[src/rtl/mc_control_fsm.sv]
// Multicycle RV32I control unit: Moore-style state register plus per-state strobe decode.
// Optional feature macro: ILLEGAL_TRAP_EN (illegal decode traps into HALT and raises Illegal).
module mc_control_fsm (
    input  logic        clk,
    input  logic        reset_n,
    input  logic [31:0] Instr,
    input  logic        Zero,
    input  logic        CarryOut,
    input  logic        Overflow,
    input  logic        Sign,
    output logic        PCWrite,
    output logic        AdrSrc,
    output logic        MemWrite,
    output logic        IRWrite,
    output logic        RegWrite,
    output logic [1:0]  ResultSrc,
    output logic [1:0]  ALUSrcA,
    output logic [1:0]  ALUSrcB,
    output logic [2:0]  ImmSrc,
    output logic [3:0]  ALUControl,
    output logic        Illegal
);

    localparam logic [6:0] OP_LOAD   = 7'b0000011;
    localparam logic [6:0] OP_STORE  = 7'b0100011;
    localparam logic [6:0] OP_RTYPE  = 7'b0110011;
    localparam logic [6:0] OP_ITYPE  = 7'b0010011;
    localparam logic [6:0] OP_BRANCH = 7'b1100011;
    localparam logic [6:0] OP_JAL    = 7'b1101111;
    localparam logic [6:0] OP_JALR   = 7'b1100111;
    localparam logic [6:0] OP_LUI    = 7'b0110111;
    localparam logic [6:0] OP_AUIPC  = 7'b0010111;

    localparam logic [3:0] ALU_ADD  = 4'b0000;
    localparam logic [3:0] ALU_SUB  = 4'b0001;
    localparam logic [3:0] ALU_AND  = 4'b0010;
    localparam logic [3:0] ALU_OR   = 4'b0011;
    localparam logic [3:0] ALU_XOR  = 4'b0100;
    localparam logic [3:0] ALU_SLT  = 4'b0101;
    localparam logic [3:0] ALU_SLTU = 4'b0110;
    localparam logic [3:0] ALU_SLL  = 4'b0111;
    localparam logic [3:0] ALU_SRL  = 4'b1000;
    localparam logic [3:0] ALU_SRA  = 4'b1001;

    localparam logic [2:0] IMM_I = 3'b000;
    localparam logic [2:0] IMM_S = 3'b001;
    localparam logic [2:0] IMM_B = 3'b010;
    localparam logic [2:0] IMM_J = 3'b011;
    localparam logic [2:0] IMM_U = 3'b100;

    typedef enum logic [3:0] {
        S_FETCH,
        S_DECODE,
        S_MEMADR,
        S_MEMREAD,
        S_MEMWB,
        S_MEMWRITE,
        S_EXECR,
        S_EXECI,
        S_ALUWB,
        S_BRANCH,
        S_JAL,
        S_JALR1,
        S_JALR2,
        S_LUI,
        S_AUIPC
`ifdef ILLEGAL_TRAP_EN
        ,
        S_HALT
`endif
    } state_t;

    state_t r_state;

    logic [6:0] w_op;
    logic [2:0] w_funct3;
    logic       w_funct7b5;
    logic       w_legal;
    logic       w_unused_instr;

    assign w_op           = Instr[6:0];
    assign w_funct3       = Instr[14:12];
    assign w_funct7b5     = Instr[30];
    assign w_unused_instr = ^{Instr[31], Instr[29:15], Instr[11:7]};

    // funct7b5 selects sub/sra; for immediates it only matters on the shift-right slot,
    // since bit 30 of an addi immediate is ordinary immediate data.
    function automatic logic [3:0] alu_decode(input logic [2:0] f3, input logic f7b5,
                                              input logic is_rtype);
        logic [3:0] ctl;
        case (f3)
            3'b000:  ctl = (is_rtype && f7b5) ? ALU_SUB : ALU_ADD;
            3'b001:  ctl = ALU_SLL;
            3'b010:  ctl = ALU_SLT;
            3'b011:  ctl = ALU_SLTU;
            3'b100:  ctl = ALU_XOR;
            3'b101:  ctl = f7b5 ? ALU_SRA : ALU_SRL;
            3'b110:  ctl = ALU_OR;
            3'b111:  ctl = ALU_AND;
            default: ctl = ALU_ADD;
        endcase
        return ctl;
    endfunction

    function automatic logic branch_taken(input logic [2:0] f3, input logic z, input logic c,
                                          input logic v, input logic n);
        logic taken;
        case (f3)
            3'b000:  taken = z;
            3'b001:  taken = !z;
            3'b100:  taken = n ^ v;
            3'b101:  taken = !(n ^ v);
            3'b110:  taken = !c;
            3'b111:  taken = c;
            default: taken = 1'b0;
        endcase
        return taken;
    endfunction

    function automatic logic op_legal(input logic [6:0] op, input logic [2:0] f3);
        logic ok;
        case (op)
            OP_LOAD, OP_STORE, OP_RTYPE, OP_ITYPE,
            OP_JAL, OP_JALR, OP_LUI, OP_AUIPC: ok = 1'b1;
            OP_BRANCH: ok = (f3 != 3'b010) && (f3 != 3'b011);
            default:   ok = 1'b0;
        endcase
        return ok;
    endfunction

    assign w_legal = op_legal(w_op, w_funct3);

    // State register and next-state sequencing.
    always_ff @(posedge clk or negedge reset_n) begin
        if (!reset_n) begin
            r_state <= S_FETCH;
        end else begin
            case (r_state)
                S_FETCH:  r_state <= S_DECODE;
                S_DECODE: begin
                    if (!w_legal) begin
`ifdef ILLEGAL_TRAP_EN
                        r_state <= S_HALT;
`else
                        r_state <= S_FETCH;
`endif
                    end else begin
                        case (w_op)
                            OP_LOAD, OP_STORE: r_state <= S_MEMADR;
                            OP_RTYPE:          r_state <= S_EXECR;
                            OP_ITYPE:          r_state <= S_EXECI;
                            OP_BRANCH:         r_state <= S_BRANCH;
                            OP_JAL:            r_state <= S_JAL;
                            OP_JALR:           r_state <= S_JALR1;
                            OP_LUI:            r_state <= S_LUI;
                            OP_AUIPC:          r_state <= S_AUIPC;
                            default:           r_state <= S_FETCH;
                        endcase
                    end
                end
                S_MEMADR:   r_state <= (w_op == OP_STORE) ? S_MEMWRITE : S_MEMREAD;
                S_MEMREAD:  r_state <= S_MEMWB;
                S_MEMWB:    r_state <= S_FETCH;
                S_MEMWRITE: r_state <= S_FETCH;
                S_EXECR:    r_state <= S_ALUWB;
                S_EXECI:    r_state <= S_ALUWB;
                S_ALUWB:    r_state <= S_FETCH;
                S_BRANCH:   r_state <= S_FETCH;
                S_JAL:      r_state <= S_ALUWB;
                S_JALR1:    r_state <= S_JALR2;
                S_JALR2:    r_state <= S_ALUWB;
                S_LUI:      r_state <= S_FETCH;
                S_AUIPC:    r_state <= S_ALUWB;
`ifdef ILLEGAL_TRAP_EN
                S_HALT:     r_state <= S_HALT;
`endif
                default:    r_state <= S_FETCH;
            endcase
        end
    end

    // Strobe decode; reset_n gates everything so a reset mid-instruction drops all writes at once.
    always_comb begin
        PCWrite    = 1'b0;
        AdrSrc     = 1'b0;
        MemWrite   = 1'b0;
        IRWrite    = 1'b0;
        RegWrite   = 1'b0;
        ResultSrc  = 2'b00;
        ALUSrcA    = 2'b00;
        ALUSrcB    = 2'b00;
        ImmSrc     = IMM_I;
        ALUControl = ALU_ADD;
        Illegal    = 1'b0;
        if (reset_n) begin
            case (r_state)
                S_FETCH: begin
                    IRWrite   = 1'b1;
                    PCWrite   = 1'b1;
                    ALUSrcB   = 2'b10;
                    ResultSrc = 2'b10;
                end
                S_DECODE: begin
                    ALUSrcA = 2'b01;
                    ALUSrcB = 2'b01;
                    ImmSrc  = (w_op == OP_JAL) ? IMM_J : IMM_B;
                end
                S_MEMADR: begin
                    ALUSrcA = 2'b10;
                    ALUSrcB = 2'b01;
                    ImmSrc  = (w_op == OP_STORE) ? IMM_S : IMM_I;
                end
                S_MEMREAD: begin
                    AdrSrc = 1'b1;
                end
                S_MEMWB: begin
                    ResultSrc = 2'b01;
                    RegWrite  = 1'b1;
                end
                S_MEMWRITE: begin
                    AdrSrc   = 1'b1;
                    MemWrite = 1'b1;
                end
                S_EXECR: begin
                    ALUSrcA    = 2'b10;
                    ALUControl = alu_decode(w_funct3, w_funct7b5, 1'b1);
                end
                S_EXECI: begin
                    ALUSrcA    = 2'b10;
                    ALUSrcB    = 2'b01;
                    ALUControl = alu_decode(w_funct3, w_funct7b5, 1'b0);
                end
                S_ALUWB: begin
                    RegWrite = 1'b1;
                end
                S_BRANCH: begin
                    ALUSrcA    = 2'b10;
                    ALUControl = ALU_SUB;
                    PCWrite    = branch_taken(w_funct3, Zero, CarryOut, Overflow, Sign);
                end
                S_JAL, S_JALR2: begin
                    PCWrite = 1'b1;
                    ALUSrcA = 2'b01;
                    ALUSrcB = 2'b10;
                end
                S_JALR1: begin
                    ALUSrcA = 2'b10;
                    ALUSrcB = 2'b01;
                end
                S_LUI: begin
                    ImmSrc    = IMM_U;
                    ResultSrc = 2'b11;
                    RegWrite  = 1'b1;
                end
                S_AUIPC: begin
                    ALUSrcA = 2'b01;
                    ALUSrcB = 2'b01;
                    ImmSrc  = IMM_U;
                end
`ifdef ILLEGAL_TRAP_EN
                S_HALT: begin
                    Illegal = 1'b1;
                end
`endif
                default: begin
                    PCWrite = 1'b0;
                end
            endcase
        end else begin
            PCWrite  = 1'b0;
            MemWrite = 1'b0;
            RegWrite = 1'b0;
            Illegal  = 1'b0;
        end
    end

endmodule

[config.mk]
export PLATFORM = sky130hd
export DESIGN_NAME = mc_control_fsm
export DESIGN_NICKNAME = d
export VERILOG_FILES = /design/src/rtl/mc_control_fsm.sv
export SDC_FILE = /design/constraint.sdc
export NUM_CORES = 1
export LEC_CHECK = 0
export BUFFER_PORTS_ARGS = -buffer_cell sky130_fd_sc_hd__buf_2
export CORE_ASPECT_RATIO = 1.1
export CORE_MARGIN = 8
export CORE_UTILIZATION = 40
export CTS_CLUSTER_SIZE = 16
export DETAILED_ROUTE_END_ITERATION = 8
export PLACE_DENSITY = 0.82
export RECOVER_POWER = 25
export SYNTH_ARGS = -nofsm -noshare
export SYNTH_HDL_FRONTEND = slang
export SYNTH_SLANG_ARGS = --single-unit
[constraint.sdc]
create_clock -name clk -period 2.5 [get_ports clk]
set_clock_uncertainty 0.1 [all_clocks]
set_input_delay 0.125 -clock clk [delete_from_list [all_inputs] [get_ports clk]]
set_output_delay 0.125 -clock clk [all_outputs]
set_load 0.02 [all_outputs]
# ---- Word-level counts from Yosys, hierarchy flattened
# Index checks and enable logic that the tools add are counted.
dict set report classes {
  n_eq_ne 32
  muxes 32
  bitwise 1
  reduce_logical 16
}
# operator n
set ops {}
lappend ops {{4-bit one-hot mux with 8 select lines} 3}
lappend ops {{4-bit == test, second input constant} 7}
lappend ops {{4-bit one-hot mux with 6 select lines} 1}
lappend ops {{7-bit by 6-bit == test with 1-bit output, second input constant} 3}
lappend ops {{7-bit == test, second input constant} 3}
lappend ops {{4-bit by 3-bit == test with 1-bit output, second input constant} 4}
lappend ops {{5-bit OR reduction} 3}
lappend ops {{7-bit by 5-bit == test with 1-bit output, second input constant} 2}
lappend ops {{1-bit two-way mux} 13}
lappend ops {{3-bit == test, second input constant} 4}
lappend ops {{4-bit one-hot mux with 3 select lines} 1}
lappend ops {{3-bit one-hot mux with 3 select lines} 1}
lappend ops {{4-bit by 2-bit == test with 1-bit output, second input constant} 2}
lappend ops {{4-bit two-way mux} 2}
lappend ops {{2-bit one-hot mux with 2 select lines} 2}
lappend ops {{8-bit OR reduction} 1}
lappend ops {{7-bit by 2-bit == test with 1-bit output, second input constant} 1}
lappend ops {{3-bit by 2-bit == test with 1-bit output, second input constant} 2}
lappend ops {{2-bit two-way mux} 3}
lappend ops {{3-bit two-way mux} 2}
lappend ops {{3-bit by 2-bit != test with 1-bit output, second input constant} 2}
lappend ops {{1-bit one-hot mux with 6 select lines} 1}
lappend ops {{2-bit one-hot mux with 3 select lines} 1}
lappend ops {{2-bit OR reduction} 3}
lappend ops {{other kinds (10)} 14}
dict set report totals {
  reg_bits 4
  input_bits 38
  output_inout_bits 19
  elab_cells 82
}

# ---- Longest topological paths before layout
# Gate-level depths: netlist of run 1.
dict set report logic_depth {
  ltp_word 5
  depth_mapped 5
  ltp_nobuf 4
}

# ---- Worst setup path after synthesis of run 1
# OpenSTA, ideal clock, no wires.
dict set report synth_timing {
  path_kind {flip-flop to output port}
  from {register r_state[1]}
  to {output ImmSrc[0]}
  arrival_ns 1.666
  required_time_ns 2.275
  path_slack_ns 0.609
  stages_incl_launch_ff 6
  path_buffers 1
  cell_sequence {dfrtp_1 > buf_6 > nor4b_4 > nand3_2 > or3_1 > a211oi_2}
}
dict set report synth_via {
  elab_chain_cells 4
  elab_cells_between_ends 7
  cone_classes {eq/ne: 4; mux: 2; reduce/logical: 1}
}
# element line_no
set synth_rtl {}
lappend synth_rtl {{start: declaration} 73} ;# state_t r_state;
lappend synth_rtl {{start signal: assignment} 161} ;# S_MEMADR: r_state <= (w_op == OP_STORE) ? S_MEMWRITE : S_MEMREAD;
lappend synth_rtl {{4-bit == test} 196} ;# case (r_state)
lappend synth_rtl {{2-bit OR reduction (no source line)} --}
lappend synth_rtl {{3-bit one-hot mux with 3 select lines *} 196}
lappend synth_rtl {{3-bit two-way mux *} 195} ;# if (reset_n) begin
lappend synth_rtl {{end: declaration} 19} ;# output logic [2:0] ImmSrc,
# Every way passes the cells marked *; elsewhere a longest branch is shown, timed or not.

# ---- Final worst setup path of run 1
dict set report layout_timing {
  from {register r_state[2]}
  to {output ImmSrc[0]}
}
# The elaborated chain is that of the path after synthesis.

==> results by group, run 1 <==
Status
  • Outcome: finished, final reports clean

Min path
  • Startpoint of the tightest hold check path: Instr[0]
  • Class of the worst hold path: in -> reg

STA
  • Time the final worst path needs with I/O delays and setup: 2270 ps
  • Unrepaired setup endpoints after global routing: no
  • Final max-slew violation count: 0
  • Count of final hold-check violations: 0
  • Maximum clock frequency: 440.6 MHz
  • Max transition margin: 0.6229
  • Total negative slack: 0 ps
  • Endpoints failing setup: 0
  • Transition at the pin with the smallest max-transition slack: 565.7 ps
  • Worst setup slack after layout: 230.4 ps
  • Post-route fraction of the period consumed by the critical path: 0.9078

Detailed routing
  • Count of unresolved DRC violations after routing: 0
  • Drt first pass iters: 4
  • Number of DRC markers in iteration 0: 13
  • Vias: 851
  • Final ANT Viol Nets: 0
  • Total wire length after detailed routing: 2044 µm
  • Mean number of vias per cell: 5.455
  • Routed len/inst: 13.10 µm

Logic synthesis
  • Main flop type after synthesis: dfrtp_1
  • Sequential area share after synthesis: 0.1336
  • Synthesized netlist cell count: 107
  • Number of synthesized register bits: 4
  • Post-synth cell types: 42
  • Top post-synthesis cells by count: nand2_1, nor2_1, a21oi_1
  • Area fraction of the dominant cell type after synthesis: 0.1336
  • Yosys top cell by area: dfrtp_1
  • Number of warnings issued by yosys: 0
  • Post-Syn Area per Cell: 7.004 µm²
  • Most numerous cell in the Yosys netlist: nand2_1
  • Share of flip-flops with an asynchronous set or reset: 1.000
  • Mapped cell area: 749.5 µm²
  • Number of flops mapped to enable cells by yosys: 0
  • Ranking of synthesized cells by area: dfrtp_1, xor2_1, nand2_1
  • Post-synthesis net count: 145

Flow run
  • Max-cap viol count: 0

Power and ir drop
  • Power density relative to cell area: 592.3 nW/µm²
  • Pleak: 0.4441 nW
  • Total power of the final layout: 0.0005602 W
  • Maximum vdd drop: 0.3294 mV

Final layout
  • Register ranked first by flip-flop count: r_state
  • Largest register FFs: 4
  • Number of nets in the layout: 178
  • N_diodes: 0
  • Share of layout cells above drive strength 1: 0.3261
  • Post-route standard cell area excluding fillers: 945.9 µm²
  • Fraction of the core area covered by cells at the end of the flow: 0.5309
  • Post-synthesis to final-layout area growth: 26.21%
  • Largest registers in the final layout: r_state (4)

Critical path
  • Crit path launch type: register
  • Startpoint of the worst register-to-register path: r_state[2]
  • Maximum fanout count along the critical path: 12
  • Worst Setup Path Type: reg -> out
  • Endpoint class of the critical path: output port
  • Worst endpoint required time: 2280 ps
  • Arrival @ worst endpoint: 2040 ps
  • Critical Path Start: r_state[2]

Floorplanning
  • I/O pin total: 57
  • Number of core rows: 16
  • Die outline height: 61.40 µm
  • Total core area: 1782 µm²
  • Die W: 57.27 µm
  • Initial core utilization: 0.4206
  • Die area: 3516 µm²

Global route
  • Overall global routing resource usage: 0.1184
  • Number of global-route vias before repair: 790
  • Number of antenna violations at the first check in global routing: 0
  • Global-route congestion overflow total: 0
  • Global-route wire length before repair: 3312 µm
  • Maximum number of pins on one net before global-route repair: 17

CTS
  • Num CTS Buffers: 3
  • Clock root cell: clkbuf_4
  • Max clock buf depth: 2
  • Clock tree from TritonCTS: yes
  • Post-CTS Setup Inserts: 0
  • PostCTS Resize Cnt: 0
  • CTS clk-pin slew, worst paths: 50 ps
  • Num Clock Sinks: 4
  • Number of H-tree levels: 1
  • Later-pin clock latency in the skew report: 250 ps

Placement
  • Final RePlAce weighted congestion: 0.8825
  • Number of input and output port buffers inserted: 34
  • Dpl hpwl: 1667 µm
  • DP Worst Slack: 466.2 ps
  • Post-DP Area: 914.6 µm²
-- timing repair --
item,in CTS,in global routing
setup endpoints to repair,0,0
hold buffers,1,0
hold endpoints to repair,4,0
-- layout make-up --
type	count	area, µm²
fill	184	835.8
clock buffer	3	22.52
tap	18	22.52
sequential	4	100.1
timing repair buffer	38	201.4
multi-input combinational	90	588.1
inverter	3	11.26
-- placed cells by master (no fill, tap or decap), types with 2 or more instances in the layout --
cell / netlist / routed
clkbuf_4: 0 / 3
xnor2_1: 4 / 4
xor2_1: 5 / 5
nor2b_1: 6 / 6
and3b_1: 2 / 2
buf_4: 1 / 3
nand4b_1: 3 / 3
a21oi_1: 8 / 8
or3_1: 2 / 2
a211oi_1: 2 / 2
dfrtp_1: 4 / 4
nand2b_1: 5 / 5
nor3_1: 4 / 4
inv_1: 3 / 3
nor2_1: 10 / 10
nand2_1: 11 / 11
o21ai_0: 4 / 4
buf_2: 1 / 33
nand3_1: 2 / 2
-- kinds of logic after synthesis --
family | after synthesis | share of synthesized area
XOR/XNOR | 9 | 0.1052
buffers and inverters | 13 | 0.08180
AO/OA/AOI/OAI | 24 | 0.2170
flip-flops | 4 | 0.1336
other | 1 | 0.005004
AND/OR/NAND/NOR | 56 | 0.4575
-- path summary, 6_finish.rpt --
kind,cells past startpoint,slack [ps],to
min,3,90,r_state[1]
min in group asynchronous,2,270,r_state[1]
max reg2reg,3,1010,r_state[0]
min reg2reg,3,580,r_state[0]
max,5,230,ImmSrc[0]
max in group asynchronous,2,1640,r_state[2]
-- per-layer routing --
metal | GRT usage | wire [µm] | vias to the layer above
li1 | - | - | 442
met2 | 0.2158 | 949 | 27
met1 | 0.1197 | 908 | 380
met5 | 0 | 0 | -
met4 | 0.06429 | 28 | 0
met3 | 0.03758 | 157 | 2
-- report_power, final --
group / leakage, nW / internal (W) / total, W / switching (W)
Clock: 0.0138 / 0.0000542 / 0.0000884 / 0.0000342
Combinational: 0.377 / 0.000154 / 0.000379 / 0.000225
Sequential: 0.0532 / 0.0000779 / 0.0000927 / 0.0000147
Total: 0.444 / 0.000286 / 0.000560 / 0.000274
-- critical path, cell delays in order (launching register included) --
cell and delay, ps:
dfrtp_1 520, nor4b_4 400, nand3_2 140, or3_1 340, a211oi_2 210, buf_2 190
-- stage by stage --
step	hold WS [ps]	cells
global route	108.7	156
finish	93.23	156
CTS	83.76	156
detailed placement	-104.3	152
global placement	-108.5	152
floorplan	-270.6	107
No activity file was read; power rests on OpenSTA's default activity.
==> run 2: changes to the inputs <==
--- a/config.mk
+++ b/config.mk
@@ -8,10 +8,11 @@
 export BUFFER_PORTS_ARGS = -buffer_cell sky130_fd_sc_hd__buf_2
 export CORE_ASPECT_RATIO = 1.1
 export CORE_MARGIN = 8
-export CORE_UTILIZATION = 40
+export CORE_UTILIZATION = 30
 export CTS_CLUSTER_SIZE = 16
 export DETAILED_ROUTE_END_ITERATION = 8
-export PLACE_DENSITY = 0.82
+export GPL_TIMING_DRIVEN = 1
+export PLACE_DENSITY = 0.65
 export RECOVER_POWER = 25
 export SYNTH_ARGS = -nofsm -noshare
 export SYNTH_HDL_FRONTEND = slang
==> constraint.sdc (replaced) <==
create_clock -name clk -period 2.5 [get_ports clk]
set_clock_uncertainty 0.1 [all_clocks]
set_input_delay 0.25 -clock clk [delete_from_list [all_inputs] [get_ports clk]]
set_output_delay 0.25 -clock clk [all_outputs]
set_load 0.02 [all_outputs]
==> results by group, run 2 (synthesized netlist as in run 1, its figures left out) <==
CTS
  • Later-pin clock latency in the skew report: 240 ps (was 250 ps)
  • Num Clock Sinks: 4 (unchanged)
  • Clock tree from TritonCTS: yes (unchanged)
  • Number of H-tree levels: 1 (unchanged)
  • PostCTS Resize Cnt: 0 (unchanged)
  • Num CTS Buffers: 3 (unchanged)
  • Max clock buf depth: 2 (unchanged)
  • Clock root cell: clkbuf_4 (unchanged)
  • Hold-fix buffers, CTS: 1 (unchanged)
  • Post-CTS Setup Inserts: 0 (unchanged)
  • CTS clk-pin slew, worst paths: 40 ps (was 50 ps)

Placement
  • Final RePlAce weighted congestion: 0.8852 (was 0.8825)
  • Number of input and output port buffers inserted: 34 (unchanged)
  • Dpl hpwl: 1758 µm (was 1667 µm)

Global route
  • Overall global routing resource usage: 0.1039 (was 0.1184)
  • Number of global-route vias before repair: 866 (was 790)
  • Number of antenna violations at the first check in global routing: 0 (unchanged)
  • Maximum number of pins on one net before global-route repair: 17 (unchanged)
  • Global-route wire length before repair: 3670 µm (was 3312 µm)
  • Global-route congestion overflow total: 0 (unchanged)

Detailed routing
  • Final ANT Viol Nets: 0 (unchanged)
  • Count of unresolved DRC violations after routing: 0 (unchanged)
  • Vias: 867 (was 851)
  • Mean number of vias per cell: 5.041 (was 5.455)
  • Routed len/inst: 12.47 µm (was 13.10 µm)
  • Total wire length after detailed routing: 2144 µm (was 2044 µm)
  • Drt first pass iters: 4 (unchanged)
  • Number of DRC markers in iteration 0: 81 (was 13)

Final layout
  • Share of layout cells above drive strength 1: 0.3475 (was 0.3261)
  • Post-synthesis to final-layout area growth: 31.55% (was 26.21%)
  • Register ranked first by flip-flop count: r_state (unchanged)
  • Most used cells in the layout excluding fill and tap cells: buf_2, nand2_1, nor2_1, a21oi_1 (was buf_2, nand2_1, nor2_1, a21oi_1, nor2b_1)
  • Largest register FFs: 4 (unchanged)
  • Fill cell total of the finished layout: 273 (was 184)
  • N_diodes: 0 (unchanged)
  • Area used by multi-input combinational logic: 588.1 µm² (unchanged)
  • Storage element area: 100.1 µm² (unchanged)
  • Commonest non-fill, non-tap cell in the layout: buf_2 (unchanged)
  • Largest registers in the final layout: r_state (4) (unchanged)
  • Number of nets in the layout: 181 (was 178)

Critical path
  • Cell count of the worst reg-to-reg path: 4 (was 3)
  • Maximum fanout count along the critical path: 3 (was 12)
  • Critical Path Start: r_state[1] (was r_state[2])
  • Startpoint of the worst register-to-register path: r_state[1] (was r_state[2])
  • Critical path endpoint: ImmSrc[0] (unchanged)
  • Setup slack, reg-to-reg: 1160 ps (was 1010 ps)
  • Crit path launch type: register (unchanged)
  • FF-to-FF End: r_state[0] (unchanged)
  • Arrival @ worst endpoint: 1810 ps (was 2040 ps)
  • Worst Setup Path Type: reg -> out (unchanged)
  • Endpoint class of the critical path: output port (unchanged)
  • Worst endpoint required time: 2150 ps (was 2280 ps)

Power and ir drop
  • Logic pwr share: 0.703 (was 0.677)
  • Part of the total power dissipated in sequential elements: 0.150 (was 0.165)
  • Power density relative to cell area: 587.4 nW/µm² (was 592.3 nW/µm²)
  • Pleak: 0.4625 nW (was 0.4441 nW)
  • Switching power as a share of total power: 0.4764 (was 0.4891)
  • Psw: 0.0002759 W (was 0.0002740 W)
  • Clk pwr share: 0.147 (was 0.158)
  • Internal power: 0.0003032 W (was 0.0002862 W)
  • Maximum vdd drop: 0.2807 mV (was 0.3294 mV)
  • Total power of the final layout: 0.0005791 W (was 0.0005602 W)

Min path
  • Class of the worst hold path: in -> reg (unchanged)

Floorplanning
  • Number of core rows: 19 (was 16)
  • I/O pin total: 57 (unchanged)
  • Total core area: 2425 µm² (was 1782 µm²)
  • Die area: 4355 µm² (was 3516 µm²)
  • Die outline height: 68.42 µm (was 61.40 µm)
  • Die W: 63.66 µm (was 57.27 µm)
  • Initial core utilization: 0.3091 (was 0.4206)

STA
  • Post-route fraction of the period consumed by the critical path: 0.8629 (was 0.9078)
  • Time the final worst path needs with I/O delays and setup: 2157 ps (was 2270 ps)
  • Maximum clock frequency: 463.5 MHz (was 440.6 MHz)
  • Endpoints failing setup: 0 (unchanged)
  • Total negative slack: 0 ps (unchanged)
  • Unrepaired setup endpoints after global routing: no (unchanged)
  • Count of final hold-check violations: 0 (unchanged)
  • Final max-slew violation count: 0 (unchanged)

Status
  • Outcome: finished, final reports clean (unchanged)

Flow run
  • Max-cap viol count: 0 (unchanged)
==> run 2: cell count changes in the layout (fill, tap and decap cells not counted) <==
| cell | change |
|---|---|
| clkbuf_1 | -1 |
| buf_2 | +1 |
| buf_4 | +3 |
==> run 2: critical path, stage by stage (launching register included) <==
cell and delay (ps):
dfrtp_1 390, nor4b_4 320, nand3_2 120, or3_1 330, a211oi_2 210, buf_2 190
==> run 2: routing by layer <==
layer | track usage | share of wire | up-vias
li1 | - | - | 448
met4 | 0.07521 | 0.023 | 0
met1 | 0.1077 | 0.43 | 383
met3 | 0.03764 | 0.090 | 5
met2 | 0.1749 | 0.45 | 31
met5 | 0 | 0 | -
==> run 2: power groups by stage <==
stage	Combinational (W)	Clock (W)	Sequential, W
after floorplan	0.000273	0	0.0000935
after global placement	0.000402	0	0.0000880
after detailed placement	0.000407	0	0.0000884
after CTS	0.000410	0.0000865	0.0000875
after global routing	0.000451	0.0000874	0.0000890
final	0.000407	0.0000851	0.0000871
==> run 2: worst min-delay path by stage <==
| stage | start | depth (start not counted) | endpoint | slack (ps) |
|---|---|---|---|---|
| 5_1_grt | Instr[0] | 3 | r_state[1] | 210 |
| 4_1_cts | Instr[0] | 3 | r_state[1] | 200 |
| 6_report | Instr[0] | 3 | r_state[1] | 200 |
| 3_5_place_dp | reset_n | 1 | r_state[0] | 30 |
| 2_1_floorplan | reset_n | 0 | r_state[0] | -150 |
| 3_3_place_gp | reset_n | 1 | r_state[0] | 20 |
==> run 2: final cells by class <==
cell class / count / area share
inverter: 3 / 0.01142
clock buffer: 3 / 0.02284
timing repair buffer: 41 / 0.2284
tap: 31 / 0.03934
sequential: 4 / 0.1015
multi-input combinational: 90 / 0.5964
==> run 2: metrics by stage <==
stage / util / hold slack, ps / cells / worst slack [ps] / area (µm²)
finish: 0.4066 / 196.1 / 172 / 342.7 / 985.9
global route: 0.4066 / 214.3 / 172 / 250.2 / 985.9
CTS: 0.4066 / 196.7 / 172 / 322.5 / 985.9
detailed placement: 0.3932 / 25.13 / 168 / 542.7 / 953.4
global placement: 0.3932 / 21.23 / 168 / 542.5 / 953.4
floorplan: - / -145.6 / 107 / 484.4 / 749.5
==> run 3: changes to the inputs <==
==> constraint.sdc (replaced) <==
create_clock -name clk -period 2.5 [get_ports clk]
set_clock_uncertainty 0.1 [all_clocks]
set_input_delay 0.125 -clock clk [delete_from_list [all_inputs] [get_ports clk]]
set_output_delay 0.125 -clock clk [all_outputs]
set_load 0.02 [all_outputs]
==> results by group, run 3 (synthesized netlist as in run 1, its figures left out) <==
Status
  • Outcome: finished, final reports clean (unchanged)

STA
  • Time the final worst path needs with I/O delays and setup: 2302 ps (was 2157 ps)
  • Count of final hold-check violations: 0 (unchanged)
  • Final max-slew violation count: 0 (unchanged)
  • Post-route fraction of the period consumed by the critical path: 0.9207 (was 0.8629)
  • Total negative slack: 0 ps (unchanged)
  • Max transition margin: 0.6190
  • Transition at the pin with the smallest max-transition slack: 571.5 ps
  • Unrepaired setup endpoints after global routing: no (unchanged)
  • Endpoints failing setup: 0 (unchanged)
  • Maximum clock frequency: 434.5 MHz (was 463.5 MHz)

Final layout
  • Most used cells in the layout excluding fill and tap cells: buf_2, nand2_1, nor2_1, a21oi_1, nor2b_1 (was buf_2, nand2_1, nor2_1, a21oi_1)
  • Number of nets in the layout: 178 (was 181)
  • Non-filler instance count after layout: 169 (was 172)
  • Largest registers in the final layout: r_state (4) (unchanged)
  • Commonest non-fill, non-tap cell in the layout: buf_2 (unchanged)
  • Fraction of the core area covered by cells at the end of the flow: 0.3968 (was 0.4066)
  • Post-route standard cell area excluding fillers: 962.2 µm² (was 985.9 µm²)
  • Fill cell total of the finished layout: 291 (was 273)
  • Share of layout cells above drive strength 1: 0.3261 (was 0.3475)
  • Post-synthesis to final-layout area growth: 28.38% (was 31.55%)
  • N_diodes: 0 (unchanged)
  • Register ranked first by flip-flop count: r_state (unchanged)
  • Largest register FFs: 4 (unchanged)

Detailed routing
  • Mean number of vias per cell: 5.107 (was 5.041)
  • Drt first pass iters: 5 (was 4)
  • Number of DRC markers in iteration 0: 49 (was 81)
  • Final ANT Viol Nets: 0 (unchanged)
  • Total wire length after detailed routing: 2169 µm (was 2144 µm)
  • Vias: 863 (was 867)
  • Count of unresolved DRC violations after routing: 0 (unchanged)
  • Routed len/inst: 12.83 µm (was 12.47 µm)

Min path
  • Class of the worst hold path: in -> reg (unchanged)
  • Startpoint of the tightest hold check path: Instr[0] (unchanged)
  • Hold-critical path endpoint: r_state[2] (was r_state[1])
  • Cell count of the worst hold path: 3 (unchanged)

Critical path
  • Worst Setup Path Type: reg -> out (unchanged)
  • Startpoint of the worst register-to-register path: r_state[3] (was r_state[1])
  • Cell count of the worst reg-to-reg path: 4 (unchanged)
  • Arrival @ worst endpoint: 2080 ps (was 1810 ps)
  • FF-to-FF End: r_state[0] (unchanged)
  • Crit path launch type: register (unchanged)
  • Setup slack, reg-to-reg: 890 ps (was 1160 ps)
  • Maximum fanout count along the critical path: 15 (was 3)
  • Critical Path Start: r_state[3] (was r_state[1])
  • Worst endpoint required time: 2280 ps (was 2150 ps)
  • Endpoint class of the critical path: output port (unchanged)

Global route
  • Global-route wire length before repair: 3774 µm (was 3670 µm)
  • Number of global-route vias before repair: 883 (was 866)
  • Overall global routing resource usage: 0.1068 (was 0.1039)
  • Global-route congestion overflow total: 0 (unchanged)
  • Maximum number of pins on one net before global-route repair: 17 (unchanged)
  • Number of antenna violations at the first check in global routing: 0 (unchanged)

Power and ir drop
  • Clk pwr share: 0.144 (was 0.147)
  • Pleak: 0.4435 nW (was 0.4625 nW)
  • Switching power as a share of total power: 0.4797 (was 0.4764)
  • Psw: 0.0002732 W (was 0.0002759 W)
  • Total power of the final layout: 0.0005695 W (was 0.0005791 W)
  • Part of the total power dissipated in sequential elements: 0.165 (was 0.150)
  • Internal power: 0.0002963 W (was 0.0003032 W)
  • Power density relative to cell area: 591.9 nW/µm² (was 587.4 nW/µm²)
  • Maximum vdd drop: 0.2462 mV (was 0.2807 mV)
  • Logic pwr share: 0.691 (was 0.703)

Placement
  • Post-DP Area: 930.9 µm² (was 953.4 µm²)
  • Dpl hpwl: 1748 µm (was 1758 µm)
  • Number of input and output port buffers inserted: 34 (unchanged)
  • Inst Count DP: 165 (was 168)
  • Final RePlAce weighted congestion: 0.8366 (was 0.8852)

CTS
  • Num Clock Sinks: 4 (unchanged)
  • Post-CTS Setup Inserts: 0 (unchanged)
  • CTS clk-pin slew, worst paths: 40 ps (about the same)
  • Max clock buf depth: 2 (unchanged)
  • Clock root cell: clkbuf_4 (unchanged)
  • Clock tree from TritonCTS: yes (unchanged)
  • Num CTS Buffers: 3 (unchanged)
  • Number of H-tree levels: 1 (unchanged)
  • Later-pin clock latency in the skew report: 240 ps (about the same)

Floorplanning
  • Die outline height: 68.42 µm (unchanged)
  • I/O pin total: 57 (unchanged)
  • Number of core rows: 19 (unchanged)
  • Die area: 4355 µm² (unchanged)
  • Die W: 63.66 µm (unchanged)
  • Initial core utilization: 0.3091 (unchanged)
  • Total core area: 2425 µm² (unchanged)

Flow run
  • Max-cap viol count: 0 (unchanged)
run 3: how the worst max path moves through the flow:
stage,to,slack (ps),depth (start not counted)
global route,ImmSrc[0],100,5
floorplan,ImmSrc[0],610,5
CTS,ImmSrc[0],210,5
global placement,ImmSrc[0],480,5
detailed placement,ImmSrc[0],470,5
finish,ImmSrc[0],200,5
run 3: power groups by stage:
stage	combinational, W	clock [W]	sequential, W
2_1_floorplan	0.000273	0	0.0000935
3_3_place_gp	0.000386	0	0.0000947
3_5_place_dp	0.000393	0	0.0000949
4_1_cts	0.000396	0.0000829	0.0000942
5_1_grt	0.000436	0.0000867	0.0000970
6_report	0.000394	0.0000818	0.0000941
run 3: worst max-delay path: stages, from the launching register on:
cell      delay, ps
dfrtp_1         550
nor4b_4         410
nand3_2         130
or3_1           340
a211oi_2        210
buf_2           190
run 3: metrics by stage:
step / setup slack [ps] / hold slack [ps]
floorplan: 609.4 / -270.6
global placement: 479.3 / -102.9
detailed placement: 466.2 / -103.8
CTS: 210.9 / 85.52
global route: 104.7 / 134.5
finish: 198.3 / 87.37
run 3: layer usage:
metal	vias to the layer above	GRT usage	part of all wire
met5	-	0	0
met4	0	0.06964	0.024
met3	5	0.03928	0.089
met2	29	0.1762	0.45
met1	384	0.1154	0.43
li1	445	-	-
run 3: cell type report:
type / count / area, µm² / share of cell area
Clock buffer: 3 / 22.52 / 0.02341
Inverter: 3 / 11.26 / 0.01170
Multi-Input combinational cell: 90 / 588.1 / 0.6112
Sequential cell: 4 / 100.1 / 0.1040
Tap cell: 31 / 38.79 / 0.04031
Timing Repair Buffer: 38 / 201.4 / 0.2094
run 3: timing repair:
action | CTS | global route
resized for setup | 0 | 0
hold buffers | 1 | 0
hold endpoints to repair | 4 | 0
